==> src/rtl/result_pack_buffer_if.sv <==
// Handshake bundle for result_pack_buffer: sum intake from the adder and the
// packed-word stream toward the memory writer.
interface result_pack_buffer_if #(
  parameter int DATA_W        = 32,
  parameter int MEM_WORD_SIZE = 64
);
  logic                     sum_valid_i;
  logic                     sum_ready_o;
  logic [DATA_W-1:0]        sum_i;
  logic                     carry_i;
  logic                     half_sel_i;
  logic                     flush_i;
  logic                     word_valid_o;
  logic                     word_ready_i;
  logic [MEM_WORD_SIZE-1:0] word_o;
  logic                     word_ovf_o;
  logic [2:0]               fill_level_o;
  logic                     err_dup_o;

  modport master (
    output sum_valid_i, sum_i, carry_i, half_sel_i, flush_i, word_ready_i,
    input  sum_ready_o, word_valid_o, word_o, word_ovf_o, fill_level_o, err_dup_o
  );

  modport slave (
    input  sum_valid_i, sum_i, carry_i, half_sel_i, flush_i, word_ready_i,
    output sum_ready_o, word_valid_o, word_o, word_ovf_o, fill_level_o, err_dup_o
  );
endinterface

==> src/rtl/result_pack_buffer.sv <==
// Packs two adder sums into one memory word and queues words in a small FIFO.
// Optional per-word overflow tracking is enabled by defining RESULT_PACK_OVF_EN.
module result_pack_buffer #(
  parameter int DATA_W        = 32,
  parameter int MEM_WORD_SIZE = 64,
  parameter int FIFO_DEPTH    = 2
) (
  input logic                clk_i,
  input logic                rst_ni,
  result_pack_buffer_if.slave bus
);
  // Storage is sized for the largest legal depth so pointers index it exactly.
  localparam int         MAX_DEPTH = 4;
  localparam logic [1:0] LAST_IDX  = 2'(FIFO_DEPTH - 1);
  localparam logic [2:0] DEPTH_LVL = 3'(FIFO_DEPTH);

  logic [MEM_WORD_SIZE-1:0] asm_reg;
  logic [MEM_WORD_SIZE-1:0] asm_next;
  logic                     lo_f_reg, hi_f_reg;
  logic                     lo_f_next, hi_f_next;
  logic [1:0]               head_reg, tail_reg;
  logic [2:0]               count_reg;
  logic                     err_dup_reg;
  logic [MEM_WORD_SIZE-1:0] entry_word [MAX_DEPTH];

  logic sum_ready, accept, dup, complete, full, flush_act, push, pop;

  assign full      = (count_reg == DEPTH_LVL);
  assign sum_ready = rst_ni && !full;
  assign accept    = bus.sum_valid_i && sum_ready;
  assign dup       = accept && (bus.half_sel_i ? hi_f_reg : lo_f_reg);
  assign complete  = accept && (bus.half_sel_i ? lo_f_reg : hi_f_reg);

  always_comb begin
    asm_next  = asm_reg;
    lo_f_next = lo_f_reg;
    hi_f_next = hi_f_reg;
    if (accept) begin
      if (bus.half_sel_i) begin
        asm_next[MEM_WORD_SIZE-1:DATA_W] = bus.sum_i;
        hi_f_next                        = 1'b1;
      end else begin
        asm_next[DATA_W-1:0] = bus.sum_i;
        lo_f_next            = 1'b1;
      end
    end
  end

  // A flush sees the word after any same-cycle accept, so both paths push one merged word.
  assign flush_act = bus.flush_i && (lo_f_next || hi_f_next) && !full;
  assign push      = complete || flush_act;
  assign pop       = (count_reg != 3'd0) && bus.word_ready_i;

  always_ff @(posedge clk_i) begin
    if (!rst_ni) begin
      asm_reg     <= '0;
      lo_f_reg    <= 1'b0;
      hi_f_reg    <= 1'b0;
      head_reg    <= 2'd0;
      tail_reg    <= 2'd0;
      count_reg   <= 3'd0;
      err_dup_reg <= 1'b0;
    end else begin
      if (push) begin
        asm_reg  <= '0;
        lo_f_reg <= 1'b0;
        hi_f_reg <= 1'b0;
        tail_reg <= (tail_reg == LAST_IDX) ? 2'd0 : tail_reg + 2'd1;
      end else begin
        asm_reg  <= asm_next;
        lo_f_reg <= lo_f_next;
        hi_f_reg <= hi_f_next;
      end
      if (pop) begin
        head_reg <= (head_reg == LAST_IDX) ? 2'd0 : head_reg + 2'd1;
      end
      count_reg <= count_reg + {2'b00, push} - {2'b00, pop};
      if (dup) begin
        err_dup_reg <= 1'b1;
      end
    end
  end

`ifdef RESULT_PACK_OVF_EN
  logic ovf_acc_reg;
  logic ovf_next;
  logic entry_ovf [MAX_DEPTH];

  assign ovf_next = ovf_acc_reg || (accept && bus.carry_i);

  always_ff @(posedge clk_i) begin
    if (!rst_ni) begin
      ovf_acc_reg <= 1'b0;
    end else begin
      ovf_acc_reg <= push ? 1'b0 : ovf_next;
    end
  end
`endif

  genvar gi;
  generate
    for (gi = 0; gi < MAX_DEPTH; gi++) begin : g_entry
      logic [MEM_WORD_SIZE-1:0] word_reg;

      always_ff @(posedge clk_i) begin
        if (!rst_ni) begin
          word_reg <= '0;
        end else if (push && (tail_reg == 2'(gi))) begin
          word_reg <= asm_next;
        end
      end
      assign entry_word[gi] = word_reg;

`ifdef RESULT_PACK_OVF_EN
      logic ovf_reg;

      always_ff @(posedge clk_i) begin
        if (!rst_ni) begin
          ovf_reg <= 1'b0;
        end else if (push && (tail_reg == 2'(gi))) begin
          ovf_reg <= ovf_next;
        end
      end
      assign entry_ovf[gi] = ovf_reg;
`endif
    end
  endgenerate

  assign bus.sum_ready_o  = sum_ready;
  assign bus.word_valid_o = (count_reg != 3'd0);
  assign bus.word_o       = (count_reg != 3'd0) ? entry_word[head_reg] : '0;
  assign bus.fill_level_o = count_reg;
  assign bus.err_dup_o    = err_dup_reg;

`ifdef RESULT_PACK_OVF_EN
  assign bus.word_ovf_o = (count_reg != 3'd0) && entry_ovf[head_reg];
`else
  logic carry_unused;
  assign carry_unused   = bus.carry_i;
  assign bus.word_ovf_o = 1'b0;
`endif
endmodule
==> src/flat_wrapper.sv <==
// flat-port wrapper written by rule: the top's interface ports become plain ports
module result_pack_buffer_flat 
#(
  parameter int DATA_W        = 32,
  parameter int MEM_WORD_SIZE = 64,
  parameter int FIFO_DEPTH    = 2
)
  (clk_i, rst_ni, bus_sum_valid_i, bus_sum_i, bus_carry_i, bus_half_sel_i, bus_flush_i, bus_word_ready_i, bus_sum_ready_o, bus_word_valid_o, bus_word_o, bus_word_ovf_o, bus_fill_level_o, bus_err_dup_o);
  result_pack_buffer_if #(.DATA_W(DATA_W), .MEM_WORD_SIZE(MEM_WORD_SIZE)) bus_i ();
  input logic clk_i;
  input logic rst_ni;
  input wire logic [$bits(bus_i.sum_valid_i)-1:0] bus_sum_valid_i;
  input wire logic [$bits(bus_i.sum_i)-1:0] bus_sum_i;
  input wire logic [$bits(bus_i.carry_i)-1:0] bus_carry_i;
  input wire logic [$bits(bus_i.half_sel_i)-1:0] bus_half_sel_i;
  input wire logic [$bits(bus_i.flush_i)-1:0] bus_flush_i;
  input wire logic [$bits(bus_i.word_ready_i)-1:0] bus_word_ready_i;
  output wire logic [$bits(bus_i.sum_ready_o)-1:0] bus_sum_ready_o;
  output wire logic [$bits(bus_i.word_valid_o)-1:0] bus_word_valid_o;
  output wire logic [$bits(bus_i.word_o)-1:0] bus_word_o;
  output wire logic [$bits(bus_i.word_ovf_o)-1:0] bus_word_ovf_o;
  output wire logic [$bits(bus_i.fill_level_o)-1:0] bus_fill_level_o;
  output wire logic [$bits(bus_i.err_dup_o)-1:0] bus_err_dup_o;
  assign bus_i.sum_valid_i = bus_sum_valid_i;
  assign bus_i.sum_i = bus_sum_i;
  assign bus_i.carry_i = bus_carry_i;
  assign bus_i.half_sel_i = bus_half_sel_i;
  assign bus_i.flush_i = bus_flush_i;
  assign bus_i.word_ready_i = bus_word_ready_i;
  assign bus_sum_ready_o = bus_i.sum_ready_o;
  assign bus_word_valid_o = bus_i.word_valid_o;
  assign bus_word_o = bus_i.word_o;
  assign bus_word_ovf_o = bus_i.word_ovf_o;
  assign bus_fill_level_o = bus_i.fill_level_o;
  assign bus_err_dup_o = bus_i.err_dup_o;
  result_pack_buffer #(.DATA_W(DATA_W), .MEM_WORD_SIZE(MEM_WORD_SIZE), .FIFO_DEPTH(FIFO_DEPTH)) u_core (.clk_i(clk_i), .rst_ni(rst_ni), .bus(bus_i));
endmodule
==> config.mk <==
export PLATFORM = sky130hd
export DESIGN_NAME = result_pack_buffer_flat
export DESIGN_NICKNAME = d
export VERILOG_FILES = /design/src/rtl/result_pack_buffer_if.sv /design/src/rtl/result_pack_buffer.sv /design/src/flat_wrapper.sv
export SDC_FILE = /design/constraint.sdc
export NUM_CORES = 1
export LEC_CHECK = 0
export ABC_AREA = 1
export CAP_MARGIN = 20
export CORE_MARGIN = 2
export CORE_UTILIZATION = 35
export CTS_BUF_LIST = sky130_fd_sc_hd__clkbuf_16
export CTS_CLUSTER_DIAMETER = 40
export DETAILED_ROUTE_END_ITERATION = 10
export DONT_BUFFER_PORTS = 1
export MAX_ROUTING_LAYER = met4
export SYNTH_ARGS = -nofsm -noshare
export SYNTH_HDL_FRONTEND = slang
export SYNTH_SLANG_ARGS = --single-unit
==> constraint.sdc <==
create_clock -name clk_i -period 7.6 [get_ports clk_i]
set_input_delay 1.9 -clock clk_i [delete_from_list [all_inputs] [get_ports clk_i]]
set_output_delay 1.9 -clock clk_i [all_outputs]
set_load 0.05 [all_outputs]
==> results by group, run 1 <==
Die
  – Effective utilization at floorplan: 35.4%
  – I/O Pins: 110
  – Num rows: between 70 and 80
  – Chip Width: between 200 and 250 microns
  – Core Region: 0.0441 sq mm
  – Die Ht: between 200 and 250 microns
  – Die area: roughly 0.046 sq mm

Yosys
  – Sequential area share after synthesis: a little over two fifths
  – Synth Register Bits: 330
  – Cells after Synth: roughly 2400
  – Top cell type's share of synthesized area: between 40% and 50%
  – Distinct cell type count of the synthesized netlist: 26
  – Number of flops mapped to enable cells by yosys: 0
  – Most instantiated cells after synthesis: 587 x nor2_1, 462 x nand2_1, 330 x dfxtp_1
  – Top FF cell, synth: dfxtp_1
  – Count leader, synth: nor2_1
  – Avg Inst Size Synth: around 6.5 sq um
  – Cell taking the most area after synthesis: dfxtp_1
  – Syn Std Cell Area: ~0.016 sq mm
  – Yosys synthesis warning count: 0
  – Area contributors post-synth: dfxtp_1 42%, nor2_1 14%, nand2_1 11%
  – Async set-reset flop share out of synthesis: 0%
  – Synth Net Count: 2443

Placed design
  – GPL Wtd Cong: about 0.83
  – # port buffers: 0
  – Final HPWL DP: around 27000 microns
  – Inst Count DP: between 2000 and 3000
  – Cell Area, Placed: between 0.015 and 0.02 sq mm

GRT
  – First-pass GRT wire length: ~75000 microns
  – Largest net degree at the start of global routing: between 200 and 300
  – GRT Util Overall: 20.5%
  – Vias in the first global route: roughly 13000
  – Grt ovf: 0
  – Initial antenna violation count: 2

Routing
  – Drt total wl: between 40000 and 50000 microns
  – Final antenna-violating net count: 0
  – Drt initial violations: about 1300
  – DR vias: approximately 15000
  – 1st-pass router iterations: 5
  – Via-to-Cell Ratio: between 5 and 6
  – DRC violations left: 0
  – Routed len/inst: roughly 16 microns

Cells and area
  – Area grow syn2layout: 11.4%
  – Largest register FFs: between 200 and 300
  – Final core occ: 39.5%
  – Layout cell share with drive strength beyond 1: 6.55%
  – Finished Cell Area: ~0.017 sq mm
  – Final non-filler cell total: 2930
  – # nets final: ~2300

Clock network
  – CTS tree: built
  – Clock latency on the worst-skew pair: roughly 0.57 ns
  – Post_cts resized: 0
  – CTS Root Cell: clkbuf_16
  – Longest Clk Path Bufs: 3
  – Number of CTS-inserted buffers: 49
  – # hold bufs at CTS: 0
  – Clk slew on worst S/H paths: roughly 0.050 ns
  – Sink Count: between 300 and 400
  – H-tree depth: 2
  – Number of setup buffers added after CTS: 0

Setup path
  – CP Cell Sequence: clkinv_2, buf_4, o21ai_0, a21oi_1
  – FF-to-FF Start: u_core.bus.fill_level_o[0]
  – Crit. Startpoint: u_core.head_reg[0]
  – Setup crit end kind: output port
  – Type of the worst setup path: reg -> out
  – Startpoint Class: register
  – Critical Path AT: 3.21 ns
  – Crit Path Max Fanout: 58
  – CP max stage cell: a21oi_1
  – Critical path's largest stage delay: slightly above 0.9 ns
  – Reg2reg setup slack: roughly 3.8 ns
  – Critical path data required time: 5.70 ns

Timing
  – Setup TNS: 0 ns
  – Crit share post-route: roughly two thirds
  – Relative slew margins: roughly 22%
  – Min Tclk post-route: 5.11 ns
  – RSZ-0062 raised after global routing: no
  – Clk_skew: 0.0243 ns
  – Final setup violation count: 0
  – Max Fclk: between 150 and 200 MHz
  – Actual slew at the worst max-slew pin: between 1 and 1.5 ns
  – Final Hold Vio Count: 0
  – Slew Viols, Final: 0

Run
  – Max Cap Viol: 0

Power
  – Pwr/cell area: between 300 and 400 mW/mm^2
  – Max rail drop VDD: between 0.2 and 0.25 mV
  – Design Power: a little over 6 mW
  – Lkg Pwr: around 6.9 nW

Hold path
  – Hold WC Path Type: reg -> reg
  – Hold path start: u_core.g_entry[1].word_reg[38]

Run status
  – Status: complete, no violations
through the flow:
stage | hold WS, ns | worst slack [ns]
6_report | 0.474 | 2.49
5_1_grt | 0.495 | 2.34
4_1_cts | 0.476 | 2.44
3_5_place_dp | 0.462 | 2.92
3_3_place_gp | 0.454 | 2.99
2_1_floorplan | 0.446 | 2.70
power breakdown:
group          switching, mW  internal, mW
registers              0.104          1.87
clock network          0.864          1.25
logic                   1.52         0.488
logic make-up after synthesis:
kind of cell / after synthesis / share of synthesized area [%]
compound gates: 455 / 14.6
xor+xnor: 1 / 0.0560
fa+ha+maj: 3 / 0.288
buf+inv: 299 / 8.98
flops: 330 / 42.2
other cells: 1 / 0.0240
simple gates: 1312 / 33.8
final cells by class:
| cell class | instances | area (sq um) |
|---|---|---|
| antenna | 2 | 5.00 |
| clock buffer | 50 | 1250 |
| clock inverter | 39 | 285 |
| fill | 4709 | 26700 |
| inverter | 87 | 333 |
| multi-input combinational | 1772 | 7670 |
| sequential | 330 | 6610 |
| tap | 592 | 741 |
| timing repair buffer | 58 | 520 |
path summary, 6_finish.rpt:
| path | endpoint | cells past startpoint |
|---|---|---|
| setup / recovery | bus_word_o[35] | 4 |
| hold / removal | u_core.g_entry[1].word_reg[38] | 2 |
| setup reg to reg | u_core.g_entry[1].word_reg[30] | 10 |
| hold reg to reg | u_core.g_entry[1].word_reg[38] | 2 |
critical path, delay by kind of cell, from the launching register on:
family | cells | cell delay, ns
buffers and inverters | 2 | 1.03
DFF | 1 | 0.45
AOI/OAI and AO/OA | 2 | 1.14
placed cells by master (no fill, tap or decap), types with 4 or more instances in the layout:
cell        Yosys  layout
nand2_1       462     461
nand3_1       257     256
inv_1          85      85
buf_12          0       5
a21oi_1       322     322
dfxtp_1       330     328
clkinvlp_4      0       5
buf_4          14      49
clkbuf_16       0      50
nor2_1        587     584
nor2_4          1       4
clkinv_2        0       9
clkinv_1        0       9
o21ai_0       130     130
inv_6           0       9
routing by layer:
metal	global-route usage [%]	vias up	share of wire, %
li1	-	7509	-
met1	24.9	6954	43
met2	34.2	431	48
met3	4.26	80	7.1
met4	6.55	0	2.6
met5	-	-	0
Note: power is estimated with default switching activity, not from simulation.
==> run 2, diff against run 1 <==
Clock period 7.6 ns to 5.05 ns, I/O delays scaled along.
==> run 2 against run 1 <==
Critical path depth grew 1. Cell count is 0.55% higher. Clock power increased by 44%. Global-route usage shrank 0.59 points. Worst setup slack lost 1.6 ns. Power is 50% higher. Non-clock buffer count increased by 29. First-iteration DRC count is 3.7% higher. Wire length fell by 2.2%. Critical path type unchanged. Critical endpoint is now bus_word_o[63]. Largest cell class unchanged. Largest power group is now combinational logic. Highest routed layer unchanged.
==> results by group, run 2 (synthesized netlist as in run 1, its figures left out) <==
Run status
  – Status: complete, no violations

Routing
  – Drt initial violations: 1334 (+3.7%)
  – Via-to-Cell Ratio: 5.07 (-0.71%)
  – Final antenna-violating net count: 0 (unchanged)
  – Drt total wl: 46600 microns (-2.2%)
  – Routed len/inst: 15.8 microns (-2.7%)
  – DRC violations left: 0 (unchanged)
  – 1st-pass router iterations: 5 (unchanged)
  – DR vias: 14949 (-0.17%)

Setup path
  – Critical Path AT: 2.92 ns (-0.29 ns)
  – Critical path data required time: 3.79 ns (-1.91 ns)
  – Critical path's largest stage delay: 0.65 ns (-0.28 ns)
  – Setup crit end kind: output port
  – Type of the worst setup path: reg -> out
  – Crit-path most repeated cell: buf_4
  – CP Cell Sequence: clkinv_2, buf_4, o21ai_0, a21oi_1, buf_4
  – CP max stage cell: clkinv_2
  – Crit Path Max Fanout: 49 (-16%)
  – Startpoint Class: register

Clock network
  – CTS tree: built
  – H-tree depth: 2 (unchanged)
  – Longest Clk Path Bufs: 3 (unchanged)
  – Clock latency on the worst-skew pair: 0.55 ns (-0.02 ns)
  – Sink Count: 330 (unchanged)
  – Number of CTS-inserted buffers: 42 (-14%)
  – Number of setup buffers added after CTS: 0 (unchanged)
  – # hold bufs at CTS: 0 (unchanged)
  – Clk slew on worst S/H paths: 0.05 ns (about the same)
  – CTS Root Cell: clkbuf_16
  – Post_cts resized: 0 (unchanged)

Cells and area
  – # nets final: 2362 (+0.94%)
  – Commonest non-fill, non-tap cell in the layout: nor2_1
  – Final non-filler cell total: 2946 (+0.55%)
  – Final core occ: 39.6% (+0.16 points)
  – Most frequent cells in the layout: 584 x nor2_1, 461 x nand2_1, 328 x dfxtp_1, 322 x a21oi_1, 256 x nand3_1
  – Finished Cell Area: 0.0175 sq mm (+0.40%)
  – Area grow syn2layout: 11.8%
  – Number of inserted diodes: 0 (-2)
  – Layout fillers: 4741 (+0.68%)
  – Largest register FFs: 256 (unchanged)
  – Layout cell share with drive strength beyond 1: 7.39% (+0.84 points)

GRT
  – First-pass GRT wire length: 73300 microns (-2.3%)
  – Grt ovf: 0 (unchanged)
  – Vias in the first global route: 13235 (-1.7%)
  – Initial antenna violation count: 0 (-2)
  – GRT Util Overall: 19.9% (-0.59 points)
  – Largest net degree at the start of global routing: 268 (unchanged)

Power
  – Pwr/cell area: 523 mW/mm^2 (+50%)
  – Max rail drop VDD: 0.250 mV (+24%)
  – Lkg Pwr: 7.03 nW (+1.6%)
  – Design Power: 9.14 mW (+50%)

Timing
  – Min Tclk post-route: ~4.2 ns
  – Relative slew margins: 27.3% (+5.2 points)
  – Clk_skew: 0.00837 ns (-0.0160 ns)
  – RSZ-0062 raised after global routing: no
  – Slew Viols, Final: 0 (unchanged)
  – Max Fclk: roughly 240 MHz
  – Final WS setup: 0.864 ns (-1.62 ns)
  – Setup TNS: 0 ns (unchanged)
  – Crit share post-route: roughly 83%
  – Actual slew at the worst max-slew pin: 1.09 ns (-0.0822 ns)
  – Hold_ws: 0.472 ns (-0.00228 ns)
  – Final setup violation count: 0 (unchanged)
  – Final Hold Vio Count: 0 (unchanged)

Die
  – Die Ht: 215 microns (unchanged)
  – Effective utilization at floorplan: 35.4% (unchanged)
  – Chip Width: 215 microns (unchanged)
  – I/O Pins: 110 (unchanged)
  – Core Region: 0.0441 sq mm (unchanged)
  – Num rows: 77 (unchanged)
  – Die area: 0.0464 sq mm (unchanged)

Placed design
  – Dpl ws: 1.39 ns (-1.53 ns)
  – Cell Area, Placed: 0.0161 sq mm (+1.5%)
  – Inst Count DP: 2868 (+1.2%)
  – GPL Wtd Cong: 0.822 (-1.5%)
  – Final HPWL DP: 26900 microns (+0.25%)
  – # port buffers: 0 (unchanged)

Hold path
  – Hold WC Path Type: reg -> reg

Run
  – Max Cap Viol: 0 (unchanged)
[run 2: cell types whose count changed in the layout (fill, tap and decap cells not counted), sizes merged]
cell and change:
clkbuf -7, buf +32, clkinvlp -3, clkinv -4, bufinv +2, inv -2, diode -2
[run 2: report_power, final]
part	internal (mW)	switching, mW
logic	0.854	2.29
registers	2.81	0.160
clock network	1.82	1.21
total	5.48	3.66
[run 2: path summary, 6_finish.rpt]
path,startpoint,endpoint,slack [ns],cells after the start
worst max-delay path,u_core.head_reg[0],bus_word_o[63],0.86,5
worst min-delay path,u_core.g_entry[1].word_reg[4],u_core.g_entry[1].word_reg[4],0.47,2
worst max register to register,u_core.bus.fill_level_o[1],u_core.bus.fill_level_o[2],1.54,11
worst min register to register,u_core.g_entry[1].word_reg[4],u_core.g_entry[1].word_reg[4],0.47,2
[run 2: final cells by class]
class                      count  area [sq um]  share of cell area (%)
clock buffer                  46          1150                    6.58
clock inverter                32           278                    1.59
inverter                      87           332                    1.90
multi-input combinational   1772          7670                    43.9
sequential                   330          6610                    37.8
tap                          592           741                    4.24
timing repair buffer          87           703                    4.02
[run 2: metal layers]
layer  wire [microns]  global-route usage (%)
met1            20500                    24.9
met2            21900                    32.6
met3             2660                    3.48
met4             1550                    6.92
met5                0                       -
[run 2: critical path: cells and delay by family (launching register included)]
kind	cells	cell delay (ns)
flops	1	0.58
compound gates	2	0.35
buf+inv	3	1.40
==> run 3, diff against run 2 <==
Clock period 5.05 ns to 3.8 ns, I/O delays scaled along.
==> run 3 against run 2 <==
Die area unchanged. Register-to-register slack worse by 0.50 ns. First-iteration DRC count down 4.4%. Non-clock buffer count up 8. Cell area up 0.95%. Highest routed layer unchanged. Largest power group unchanged. Wire length up 1.3%. Sequential share of layout area down 0.36 points. Clock skew up 0.011 ns. Worst setup slack worse by 0.68 ns. Cell count up 0.54%. Critical path type unchanged. Power up 34%.
==> results by group, run 3 (synthesized netlist as in run 1, its figures left out) <==
Cells and area
  – Layout fillers: 4694 (-0.99%)
  – Most frequent cells in the layout: 584 x nor2_1, 461 x nand2_1, 328 x dfxtp_1, 322 x a21oi_1, 256 x nand3_1
  – Area of the multi-input gates: 0.00767 sq mm (unchanged)
  – Finished Cell Area: 0.0177 sq mm (+0.95%)
  – Seq. cell area: 0.00661 sq mm (unchanged)
  – Commonest non-fill, non-tap cell in the layout: nor2_1
  – # nets final: 2373 (+0.47%)
  – Largest register FFs: 256 (unchanged)
  – Layout cell share with drive strength beyond 1: 7.81% (+0.42 points)
  – Area grow syn2layout: 12.9%

Setup path
  – Startpoint Class: register
  – Critical Path AT: 2.66 ns (-0.26 ns)
  – Type of the worst setup path: reg -> out
  – Reg2reg setup slack: 1.04 ns (-0.50 ns)
  – Setup crit end kind: output port
  – Crit-path most repeated cell: nor2_1
  – CP max stage cell: dfxtp_4
  – Critical path data required time: 2.85 ns (-0.94 ns)
  – CP Cell Sequence: buf_12, nor2_1, nor2_1, o21ai_0, a21oi_1, buf_4
  – Crit Path Max Fanout: 50 (+2.0%)
  – Critical path's largest stage delay: 0.80 ns (+0.15 ns)

Clock network
  – Number of setup buffers added after CTS: 0 (unchanged)
  – CTS tree: built
  – Number of CTS-inserted buffers: 45 (+7.1%)
  – Clock latency on the worst-skew pair: 0.56 ns (about the same)
  – Clk slew on worst S/H paths: 0.06 ns (about the same)
  – Sink Count: 330 (unchanged)
  – H-tree depth: 2 (unchanged)
  – CTS Root Cell: clkbuf_16
  – # hold bufs at CTS: 0 (unchanged)
  – Longest Clk Path Bufs: 3 (unchanged)
  – Post_cts resized: 0 (unchanged)

Timing
  – Clk_skew: 0.0196 ns (+0.0113 ns)
  – Final setup violation count: 0 (unchanged)
  – Min Tclk post-route: between 3 and 4 ns
  – Final Hold Vio Count: 0 (unchanged)
  – Slew Viols, Final: 0 (unchanged)
  – Actual slew at the worst max-slew pin: 1.09 ns (+0.00244 ns)
  – RSZ-0062 raised after global routing: no
  – Max Fclk: 277 MHz
  – Setup TNS: 0 ns (unchanged)
  – Crit share post-route: a little over nine tenths
  – Relative slew margins: 27.1% (-0.24 points)

Routing
  – Final antenna-violating net count: 0 (unchanged)
  – Via-to-Cell Ratio: 5.04 (-0.64%)
  – Routed len/inst: 15.9 microns (+0.73%)
  – DR vias: 14934 (-0.10%)
  – 1st-pass router iterations: 5 (unchanged)
  – Drt initial violations: 1275 (-4.4%)
  – DRC violations left: 0 (unchanged)
  – Drt total wl: 47200 microns (+1.3%)

Die
  – Num rows: 77 (unchanged)
  – Die Ht: 215 microns (unchanged)
  – Chip Width: 215 microns (unchanged)
  – Die area: 0.0464 sq mm (unchanged)
  – Core Region: 0.0441 sq mm (unchanged)
  – Effective utilization at floorplan: 35.4% (unchanged)
  – I/O Pins: 110 (unchanged)

Hold path
  – Hold WC Path Type: reg -> reg

Run status
  – Status: complete, no violations

GRT
  – Largest net degree at the start of global routing: 268 (unchanged)
  – Grt ovf: 0 (unchanged)
  – GRT Util Overall: 20.5% (+0.51 points)
  – First-pass GRT wire length: 75000 microns (+2.3%)
  – Vias in the first global route: 13608 (+2.8%)
  – Initial antenna violation count: 0 (unchanged)

Power
  – Design Power: 12.3 mW (+34%)
  – Max rail drop VDD: 0.416 mV (+66%)
  – Pwr/cell area: 696 mW/mm^2 (+33%)
  – Lkg Pwr: 7.09 nW (+0.84%)

Run
  – Max Cap Viol: 0 (unchanged)

Placed design
  – # port buffers: 0 (unchanged)
  – GPL Wtd Cong: 0.794 (-3.4%)
  – Cell Area, Placed: 0.0162 sq mm (+0.76%)
  – Final HPWL DP: 27000 microns (+0.65%)
[run 3: cell count changes in the layout (fill, tap and decap cells not counted)]
cell and change:
inv_6 -6, diode_2 +2, inv_16 +1, clkinv_1 +3, clkinv_4 -5, buf_4 +3, clkinv_2 +4, inv_8 +2
buf_12 +5, clkinvlp_4 +6, clkinv_8 +1
[run 3: routing by layer]
layer / routed length (microns) / track usage, %
met1: 20900 / 25.3
met2: 22400 / 34.1
met3: 2620 / 3.72
met4: 1180 / 5.93
met5: 0 / -
[run 3: critical path: cells and delay by family, from the launching register on]
family	cells	cell delay, ns
AOI/OAI and AO/OA	2	0.45
buffers and inverters	2	0.61
DFF	1	0.80
and+or+nand+nor	2	0.17
[run 3: worst paths after layout]
check / startpoint / end / cells past startpoint
max: u_core.head_reg[0] / bus_word_o[48] / 6
min: u_core.g_entry[3].word_reg[42] / u_core.g_entry[3].word_reg[42] / 2
max reg2reg: u_core.bus.fill_level_o[0] / u_core.g_entry[3].word_reg[57] / 10
min reg2reg: u_core.g_entry[3].word_reg[42] / u_core.g_entry[3].word_reg[42] / 2
[run 3: metrics by stage]
| step | setup slack, ns | instances | utilization, % | hold slack, ns |
|---|---|---|---|---|
| after detailed placement | 0.795 | 2876 | 36.7 | 0.462 |
| after global placement | 0.822 | 2876 | 36.7 | 0.454 |
| final | 0.189 | 2962 | 40.0 | 0.472 |
| after floorplan | 0.804 | 2401 | - | 0.446 |
| after global routing | 0.0478 | 2960 | 40.0 | 0.497 |
| after CTS | 0.180 | 2960 | 40.0 | 0.476 |
[run 3: area by class of cell]
cell class	instances	area share (%)
Antenna cell	2	0.0284
Clock buffer	46	6.52
Clock inverter	38	1.79
Inverter	87	1.88
Multi-Input combinational cell	1772	43.5
Sequential cell	330	37.5
Tap cell	592	4.20
Timing Repair Buffer	95	4.68
[run 3: power by group]
group | internal, mW | switching, mW
registers | 3.73 | 0.208
logic | 1.16 | 3.07
clock network | 2.43 | 1.69
